--- config.mk ---
export PLATFORM = sky130hd
export DESIGN_NAME = fetch_unit
export DESIGN_NICKNAME = d
export VERILOG_FILES = /design/src/rtl/fetch_unit_pkg.sv /design/src/rtl/fetch_unit_skid_buf.sv /design/src/rtl/fetch_unit.sv
export SDC_FILE = /design/constraint.sdc
export NUM_CORES = 1
export LEC_CHECK = 0
export BUFFER_PORTS_ARGS = -buffer_cell sky130_fd_sc_hd__buf_4
export CORE_MARGIN = 3
export CORE_UTILIZATION = 50
export CTS_BUF_LIST = sky130_fd_sc_hd__clkbuf_8
export CTS_CLUSTER_SIZE = 28
export DETAILED_ROUTE_END_ITERATION = 8
export GPL_TIMING_DRIVEN = 0
export MAX_ROUTING_LAYER = met4
export PLACE_DENSITY_LB_ADDON = 0.15
export SYNTH_ARGS = -nofsm -noshare
export SYNTH_HDL_FRONTEND = slang
export SYNTH_SLANG_ARGS = --single-unit
--- constraint.sdc ---
create_clock -name clk -period 1.9 [get_ports clk]
set_input_delay 0.475 -clock clk [delete_from_list [all_inputs] [get_ports clk]]
set_output_delay 0.475 -clock clk [all_outputs]
set_load 0.005 [all_outputs]
--- src/rtl/fetch_unit_pkg.sv ---
// Shared IF-stage types: the IF/ID pipeline register layout, the bubble
// encoding and the fetch FSM state set.
package fetch_unit_pkg;

    localparam int          FETCH_PC_W      = 9;
    localparam int          FETCH_INSTR_W   = 32;
    localparam logic [31:0] FETCH_NOP_INSTR = 32'h0000_0013;

    typedef struct packed {
        logic [FETCH_PC_W-1:0]    Curr_Pc;
        logic [FETCH_INSTR_W-1:0] Curr_Instr;
    } if_id_reg;

    typedef enum logic [1:0] {
        S_ISSUE = 2'd0,
        S_WAIT  = 2'd1,
        S_KILL  = 2'd2,
        S_HOLD  = 2'd3
    } fetch_state_t;

    function automatic if_id_reg make_if_id(input logic [FETCH_PC_W-1:0]    pc,
                                            input logic [FETCH_INSTR_W-1:0] instr);
        if_id_reg r;
        r.Curr_Pc    = pc;
        r.Curr_Instr = instr;
        return r;
    endfunction

endpackage

--- src/rtl/fetch_unit_skid_buf.sv ---
// One-entry holding register for a fetched word that arrived while ID was
// stalled on a valid instruction.
module fetch_skid_buf
    import fetch_unit_pkg::*;
(
    input  logic     clk,
    input  logic     reset,
    input  logic     load,
    input  logic     unload,
    input  logic     clear,
    input  if_id_reg din,
    output if_id_reg dout,
    output logic     full
);

    if_id_reg data_reg;
    logic     full_reg;

    always_ff @(posedge clk) begin
        if (!reset || clear) begin
            data_reg <= '0;
            full_reg <= 1'b0;
        end else if (load) begin
            data_reg <= din;
            full_reg <= 1'b1;
        end else if (unload) begin
            full_reg <= 1'b0;
        end
    end

    assign dout = data_reg;
    assign full = full_reg;

endmodule

--- src/rtl/fetch_unit.sv ---
// IF stage: owns the PC, issues one word fetch at a time over req/rvalid and
// loads the IF/ID register, absorbing stalls through a one-entry skid buffer.
module fetch_unit
    import fetch_unit_pkg::*;
#(
    parameter int              PC_W      = FETCH_PC_W,
    parameter int              INSTR_W   = FETCH_INSTR_W,
    parameter logic [PC_W-1:0] RESET_PC  = '0,
    parameter logic [31:0]     NOP_INSTR = FETCH_NOP_INSTR
) (
    input  logic               clk,
    input  logic               reset,
    input  logic               stall_i,
    input  logic               redirect_i,
    input  logic [PC_W-1:0]    redirect_pc_i,
    output logic               imem_req_o,
    output logic [PC_W-1:0]    imem_addr_o,
    input  logic               imem_rvalid_i,
    input  logic [INSTR_W-1:0] imem_rdata_i,
    output if_id_reg           if_id_o,
    output logic               if_id_valid_o
);

    fetch_state_t    state_reg, state_next;
    logic [PC_W-1:0] pc_reg, pc_next;
    if_id_reg        if_id_out_reg, if_id_out_next;
    logic            if_id_valid_reg, if_id_valid_next;

    logic            skid_load, skid_unload, skid_clear, skid_full;
    if_id_reg        skid_dout;
    if_id_reg        fetched, bubble;
    logic [PC_W-1:0] pc_plus4;

    // While in S_WAIT the PC still names the outstanding request.
    assign fetched  = make_if_id(pc_reg, imem_rdata_i);
    assign bubble   = make_if_id('0, NOP_INSTR);
    assign pc_plus4 = pc_reg + PC_W'(4);

    assign imem_req_o = reset && (state_reg == S_ISSUE) && !stall_i && !redirect_i;

    genvar gi;
    generate
        for (gi = 0; gi < PC_W; gi++) begin : g_addr
            assign imem_addr_o[gi] = pc_reg[gi] & imem_req_o;
        end
    endgenerate

    always_comb begin
        state_next       = state_reg;
        pc_next          = pc_reg;
        if_id_out_next   = if_id_out_reg;
        if_id_valid_next = if_id_valid_reg;
        skid_load        = 1'b0;
        skid_unload      = 1'b0;
        skid_clear       = 1'b0;

        if (redirect_i) begin
            if_id_out_next   = bubble;
            if_id_valid_next = 1'b0;
            skid_clear       = 1'b1;
            pc_next          = {redirect_pc_i[PC_W-1:2], 2'b00};
            // A response still in flight must be swallowed before refetching.
            if ((state_reg == S_WAIT || state_reg == S_KILL) && !imem_rvalid_i)
                state_next = S_KILL;
            else
                state_next = S_ISSUE;
        end else begin
            case (state_reg)
                S_ISSUE: begin
                    if (!stall_i)
                        state_next = S_WAIT;
                end
                S_WAIT: begin
                    if (imem_rvalid_i) begin
                        pc_next = pc_plus4;
                        if (stall_i && if_id_valid_reg) begin
                            skid_load  = 1'b1;
                            state_next = S_HOLD;
                        end else begin
                            if_id_out_next   = fetched;
                            if_id_valid_next = 1'b1;
                            state_next       = S_ISSUE;
                        end
                    end
                end
                S_KILL: begin
                    if (imem_rvalid_i)
                        state_next = S_ISSUE;
                end
                S_HOLD: begin
                    if (!stall_i && skid_full) begin
                        if_id_out_next   = skid_dout;
                        if_id_valid_next = 1'b1;
                        skid_unload      = 1'b1;
                        state_next       = S_ISSUE;
                    end
                end
                default: state_next = S_ISSUE;
            endcase
        end
    end

    always_ff @(posedge clk) begin
        if (!reset) begin
            state_reg       <= S_ISSUE;
            pc_reg          <= RESET_PC;
            if_id_out_reg   <= bubble;
            if_id_valid_reg <= 1'b0;
        end else begin
            state_reg       <= state_next;
            pc_reg          <= pc_next;
            if_id_out_reg   <= if_id_out_next;
            if_id_valid_reg <= if_id_valid_next;
        end
    end

    fetch_skid_buf u_skid (
        .clk    (clk),
        .reset  (reset),
        .load   (skid_load),
        .unload (skid_unload),
        .clear  (skid_clear),
        .din    (fetched),
        .dout   (skid_dout),
        .full   (skid_full)
    );

    assign if_id_o       = if_id_out_reg;
    assign if_id_valid_o = if_id_valid_reg;

endmodule

==> key figures, run 1 <==
Power and ir drop
  – Clock network power share: between 30 and 40%
  – Sequential share of power: ~53%
  – PwrDens: between 600 and 700 nW/um2
  – Combinational group share of total power: between 10 and 15%
  – Int Pwr: ~2700 uW
  – Psw: roughly 930 uW
  – Lkg Pwr: 0.00232 uW
  – Net Sw Frac: 25.5%
  – Peak supply drop: about 350 uV

Clock network
  – Clock Tree Buf Depth: 2
  – Clock sink count: 89
  – H-tree Lvls: 3
  – Worst skew pair latency: between 0.3 and 0.4 ns
  – Clk slew on worst S/H paths: around 0.09 ns
  – CTS tree: built
  – CTS buffer count: 9
  – CTS Hold Bufs: 0
  – Clock root cell: clkbuf_8

Timing
  – Relative slew margins: 62.5%
  – Clock skew: 0.0110 ns
  – Slew Limit Fails: 0
  – Final hold vios: 0
  – Max Freq: between 400 and 500 MHz
  – Final worst-path cycle share: 106%
  – Final WS setup: -0.121 ns
  – Post-route minimum period: just over 2 ns
  – Setup violations, final: 8
  – RSZ-0062 raised after global routing: true
  – Slew @ Worst Pin: around 0.56 ns
  – WHS: 0.337 ns

Routing
  – Met1 WL: ~4500 um
  – DRC: 0
  – DRT Wirelength: around 10000 um
  – Max layer used: met4
  – Via density: between 5 and 6
  – Met3 WL post-DR: 446 um
  – WL/cell: between 10 and 15 um
  – Routed wire length on met2: around 4900 um
  – Post-route ant nets: 0
  – Via Count: 3557
  – Iter 0 DRT Violations: about 110
  – Detailed Routing Iterations Pass 1: 4

Synth
  – Synthesized area: roughly 4000 um2
  – Top_reg_cell synth: dfxtp_1
  – Ys Warns: 0
  – Seq/Total Area, Yosys: 43.7%
  – Post-synthesis average cell area: about 8.6 um2
  – Number of synthesized flops with an enable pin: 0
  – Largest family of logic cells by synthesized area: multiplexers
  – Register bit total from synthesis: 89
  – Synth Area in Compound Gates: under 10%
  – Cell variety after synth: 39
  – Post-synth ARST share: 0%
  – Mux cell area share after synthesis: between 10% and 20%
  – Mapped Cells: between 400 and 500
  – Synth Area in Adders: under 10%
  – Post-synthesis share of cell area spent on xor and xnor gates: less than 1%
  – Area fraction in and, or, nand and nor cells after synthesis: a little under a fifth

Final layout
  – Share of layout cells above drive strength 1: a little under a third
  – P&R area growth vs syn: 28.8%
  – Non-filler cells, final: between 600 and 700
  – Antenna cells: 0
  – Final-stage net count: roughly 640

Flow run
  – Max-Cap Viols: 0

Critical path
  – Crit-path max FO: 8
  – Critical Path RT: roughly 1.4 ns
  – Crit end category: output pin
  – Critical path data arrival time: about 1.6 ns
  – Most used cell along the critical path: buf_6
  – Startpoint types: flop
  – Crit path kind: reg2out
  – CP max stage cell: dfxtp_4
  – Peak per-stage delay on the critical path: 0.38 ns
  – Cell Chain, Critical Path: inv_4 > ha_4 > nor3b_4 > buf_6 > and2_4 > buf_6

Floorplan
  – Placeable Area: roughly 7800 um2
  – Die height: between 90 and 100 um
  – # rows: 32
  – Initial Util: 52.3%
  – Die Wd: 96.4 um
  – I/O pin total: just under 100
  – Die area: between 9000 and 10000 um2

Min path
  – Worst min-delay path class: in2reg

GRT
  – Total global routing overflow: 0
  – Maximum number of pins on one net before global-route repair: 16
  – Total track usage: between 20 and 25%
  – First-pass GRT wire length: about 16000 um
  – Antenna violations before repair: 0
  – Vias in the first global route: 3393

Placed design
  – Placed insts: 671
  – Placer Congestion: approximately 0.84
  – Port bufs: 90
  – Hpwl dp: about 7000 um

Run status
  – Run status: finished with violations
  – Failing checks: negative setup slack
## critical path: cells and delay by family, from the launching register on
family | cells | cell delay, ns
buffers and inverters | 3 | 0.32
adder cells (fa/ha/maj) | 1 | 0.14
AND/OR/NAND/NOR | 2 | 0.35
flip-flops | 1 | 0.38
## cell type report
type | instances | area (um2)
Sequential cell | 89 | 1790
Multi-Input combinational cell | 345 | 2140
Buffer | 38 | 208
Inverter | 5 | 21.3
Clock buffer | 9 | 124
Timing Repair Buffer | 99 | 778
Tap cell | 102 | 128
Clock inverter | 7 | 71.3
Fill cell | 683 | 2550
## stage by stage
step | setup TNS, ns | util (%) | setup slack [ns] | total power [uW] | area, um2
global placement | -7.52 | 62.8 | -0.204 | 2330 | 4900
floorplan | 0 | - | 0.0924 | 2180 | 4100
detailed placement | -11.19 | 62.8 | -0.228 | 2340 | 4900
CTS | -0.647 | 66.7 | -0.0923 | 3650 | 5210
finish | -0.901 | 67.4 | -0.121 | 3660 | 5260
global route | -1.97 | 67.4 | -0.180 | 3780 | 5260
## synth_stat cells (2+ instances only)
cell / number / area share (%)
a211oi_1: 3 / 0.55
a21oi_1: 42 / 5.2
a31oi_1: 3 / 0.46
and2_1: 10 / 1.5
and3_1: 2 / 0.31
buf_1: 3 / 0.28
buf_2: 11 / 1.3
buf_4: 4 / 0.74
buf_6: 2 / 0.55
clkbuf_1: 20 / 1.8
dfxtp_1: 89 / 44
ha_1: 6 / 1.8
inv_1: 5 / 0.46
mux2_2: 36 / 9.9
mux2i_1: 40 / 9.8
nand2_1: 152 / 14
nand2b_1: 5 / 0.77
nand3_1: 2 / 0.25
nand4_1: 3 / 0.46
nor2_1: 4 / 0.37
nor2b_1: 2 / 0.31
o211a_1: 2 / 0.49
o21a_1: 2 / 0.37
o21ai_0: 10 / 1.2
or3_1: 3 / 0.46
xnor2_1: 2 / 0.43
## logic make-up (layout without fill, tap and decap cells)
kind of cell | count (synthesis) | in the layout
buf+inv | 45 | 158
flops | 89 | 89
other cells | 1 | 4
compound gates | 70 | 70
mux | 76 | 76
simple gates | 187 | 187
xor+xnor | 2 | 2
fa+ha+maj | 6 | 6
## path summary, 6_finish.rpt
path	start	cells after the start	slack, ns	to
worst max-delay path	state_reg[0]	6	-0.12	imem_addr_o[2]
worst min-delay path	redirect_pc_i[3]	2	0.34	pc_reg[3]
worst min register to register	u_skid.dout[4]	2	0.45	u_skid.dout[4]
worst max register to register	state_reg[1]	7	0.06	if_id_o[40]
## layer usage
metal / vias to the layer above / GRT usage, %
li1: 1800 / -
met1: 1660 / 27.0
met2: 84 / 37.4
met3: 13 / 3.44
met4: 0 / 8.53
met5: - / -
## layout by cell type, fill, tap and decap left out, types with 2 or more instances in the layout
| cell type | instances |
|---|---|
| nand2_1 | 152 |
| buf_4 | 96 |
| dfxtp_1 | 87 |
| a21oi_1 | 42 |
| mux2i_1 | 40 |
| mux2_2 | 36 |
| clkbuf_1 | 13 |
| o21ai_0 | 10 |
| buf_6 | 10 |
| buf_2 | 9 |
| clkbuf_8 | 9 |
| clkbuf_2 | 7 |
| and2_4 | 5 |
| and2_1 | 5 |
| ha_1 | 5 |
| inv_1 | 4 |
| nand2b_1 | 4 |
| nor2_1 | 4 |
| conb_1 | 4 |
| nand4_1 | 3 |
| or3_1 | 3 |
| a31oi_1 | 3 |
| a211oi_1 | 3 |
| nand3_1 | 2 |
| nor2b_1 | 2 |
| and3_1 | 2 |
| o21a_1 | 2 |
| xnor2_1 | 2 |
| o211a_1 | 2 |
| clkinvlp_4 | 2 |
## repair_timing
action                                 4_1_cts  5_1_grt
pin swaps                                    1        2
resized for setup                           21       17
buffers inserted                             6        3
endpoints found under the hold margin        0        0
setup endpoints to repair                   60       80
## power groups by stage
stage                     logic (uW)  clock network, uW  registers, uW
after global placement           373                  0           1960
after CTS                        406               1330           1920
after global routing             464               1390           1920
after detailed placement         378                  0           1960
final                            423               1320           1920
after floorplan                  225                  0           1950
No activity file was read; power rests on OpenSTA's default activity.
==> run 2, diff against run 1 <==
- CORE_UTILIZATION: 50 -> 25
==> key figures, run 2 (synthesis gave the netlist of run 1 again) <==
Clock network
  – H-tree Lvls: 3
  – Clock sink count: 89
  – CTS buffer count: 9
  – Clk slew on worst S/H paths: 0.08 ns
  – Clock Tree Buf Depth: 2
  – Worst skew pair latency: 0.37 ns
  – Clock root cell: clkbuf_8
  – CTS tree: built

GRT
  – Antenna violations before repair: 0
  – Vias in the first global route: between 3k and 4k
  – First-pass GRT wire length: 18800 um
  – Maximum number of pins on one net before global-route repair: 14
  – Total track usage: 13.8%
  – Total global routing overflow: 0

Timing
  – Relative slew margins: between 60% and 70%
  – RSZ-0062 raised after global routing: true
  – Setup violations, final: 8
  – Slew Limit Fails: 0
  – Slew @ Worst Pin: 0.564 ns
  – Final WS setup: -0.0986 ns
  – Max Freq: roughly 500 MHz
  – Final hold vios: 0
  – Clock skew: roughly 0.015 ns
  – TNS Setup: -0.721 ns
  – WHS: ~0.34 ns
  – Post-route minimum period: 2.00 ns
  – Final worst-path cycle share: 105%

Critical path
  – Crit-path max FO: 4
  – Crit end category: output pin
  – Startpoint types: flop
  – RR Endpoint: if_id_o[36]
  – Critical Path RT: around 1.4 ns
  – Reg-to-Reg Start: state_reg[1]
  – R2R setup slack: ~0.090 ns
  – Crit path kind: reg2out
  – Critical path data arrival time: about 1.5 ns
  – Worst Reg2Reg Path Length in Cells: 8

Power and ir drop
  – Peak supply drop: 263 uV
  – Lkg Pwr: approximately 0.0024 uW
  – PwrDens: between 600 and 700 nW/um2
  – Total power: 3690 uW

Routing
  – DRT Wirelength: between 10000 and 15000 um
  – Detailed Routing Iterations Pass 1: 4
  – Via Count: ~3.5k
  – WL/cell: ~14 um
  – Via density: approximately 4.3
  – Iter 0 DRT Violations: 141
  – Post-route ant nets: 0
  – DRC: 0

Final layout
  – Share of layout cells above drive strength 1: between 30% and 40%
  – Commonest non-fill, non-tap cells in the layout: 152 x nand2_1, 96 x buf_4, 87 x dfxtp_1
  – Fill count: ~1.7k
  – P&R area growth vs syn: 33.9%
  – Most common cell after layout, fill and taps aside: nand2_1
  – Antenna cells: 0
  – Post-layout instance area: 5470 um2
  – Fin util: 34.3%
  – Final-stage net count: about 640

Floorplan
  – Placeable Area: between 15000 and 20000 um2
  – Die area: around 18000 um2
  – I/O pin total: 98
  – # rows: between 40 and 50
  – Die Wd: approximately 130 um
  – Die height: ~130 um
  – Initial Util: approximately a quarter

Placed design
  – Port bufs: 90
  – Hpwl dp: 8370 um
  – Placed inst area: 5040 um2
  – Placer Congestion: roughly 0.76

Min path
  – Worst min-delay path class: in2reg
  – Hold EP: pc_reg[3]
  – Min-delay src: redirect_pc_i[3]
  – WHS Path Cells: 2

Run status
  – Run status: finished with violations
  – Failing checks: negative setup slack

Flow run
  – Max-Cap Viols: 0
## run 2: cell count changes in the layout (fill, tap and decap cells not counted), moves of 2 or more
cell | previous run | this run
buf_6 | 10 | 14
and2_1 | 5 | 3
and2_4 | 5 | 7
clkbuf_1 | 13 | 11
clkbuf_4 | 0 | 2
clkbuf_8 | 9 | 11
## run 2: worst max path at each step
stage | start | to | slack [ns]
floorplan | state_reg[1] | if_id_o[26] | 0.09
global placement | reset | if_id_o[5] | -0.36
detailed placement | reset | if_id_o[3] | -0.42
CTS | state_reg[1] | imem_addr_o[4] | -0.13
global route | state_reg[0] | imem_addr_o[6] | -0.18
finish | state_reg[0] | imem_addr_o[2] | -0.1
## run 2: per-layer routing
metal  vias to the layer above  track usage, %  wire (um)
met2                        84            21.8       5390
met5                         -               -          0
li1                       1803               -          -
met4                         0            4.46        176
met1                      1622            17.8       5480
met3                        12            3.04        545
## run 2: worst max-delay path, stage by stage, from the launching register on
cell and delay [ns]:
dfxtp_4 0.37, inv_4 0.06, ha_4 0.14, nor3b_4 0.22, buf_6 0.15, and2_4 0.14, buf_6 0.08
## run 2: through the flow
step | cells | worst slack [ns]
2_1_floorplan | 479 | 0.0924
3_3_place_gp | 785 | -0.357
3_5_place_dp | 785 | -0.418
4_1_cts | 808 | -0.130
5_1_grt | 811 | -0.181
6_report | 811 | -0.0986
## run 2: final cells by class
| class | instances | area (um2) | share of cell area [%] |
|---|---|---|---|
| plain buffers | 39 | 219 | 4.01 |
| inverters | 5 | 21.3 | 0.389 |
| clock buffers | 11 | 151 | 2.77 |
| flip-flops and latches | 89 | 1790 | 32.7 |
| well taps | 216 | 270 | 4.95 |
| repair buffers | 102 | 820 | 15.0 |
| multi-input cells | 345 | 2150 | 39.3 |
| clock inverters | 4 | 45.0 | 0.824 |
## run 2: power by group
part | total (uW) | switching [uW] | internal (uW)
combinational | 438 | 203 | 235
sequential | 1920 | 30.5 | 1890
clock | 1340 | 671 | 664
total | 3690 | 905 | 2790
## run 2: what timing repair did
action	in CTS	in global routing
buffers inserted	8	4
hold endpoints to repair	0	0
setup endpoints to repair	75	86
hold buffers	0	0
resized for setup	35	18
pin swaps	1	1
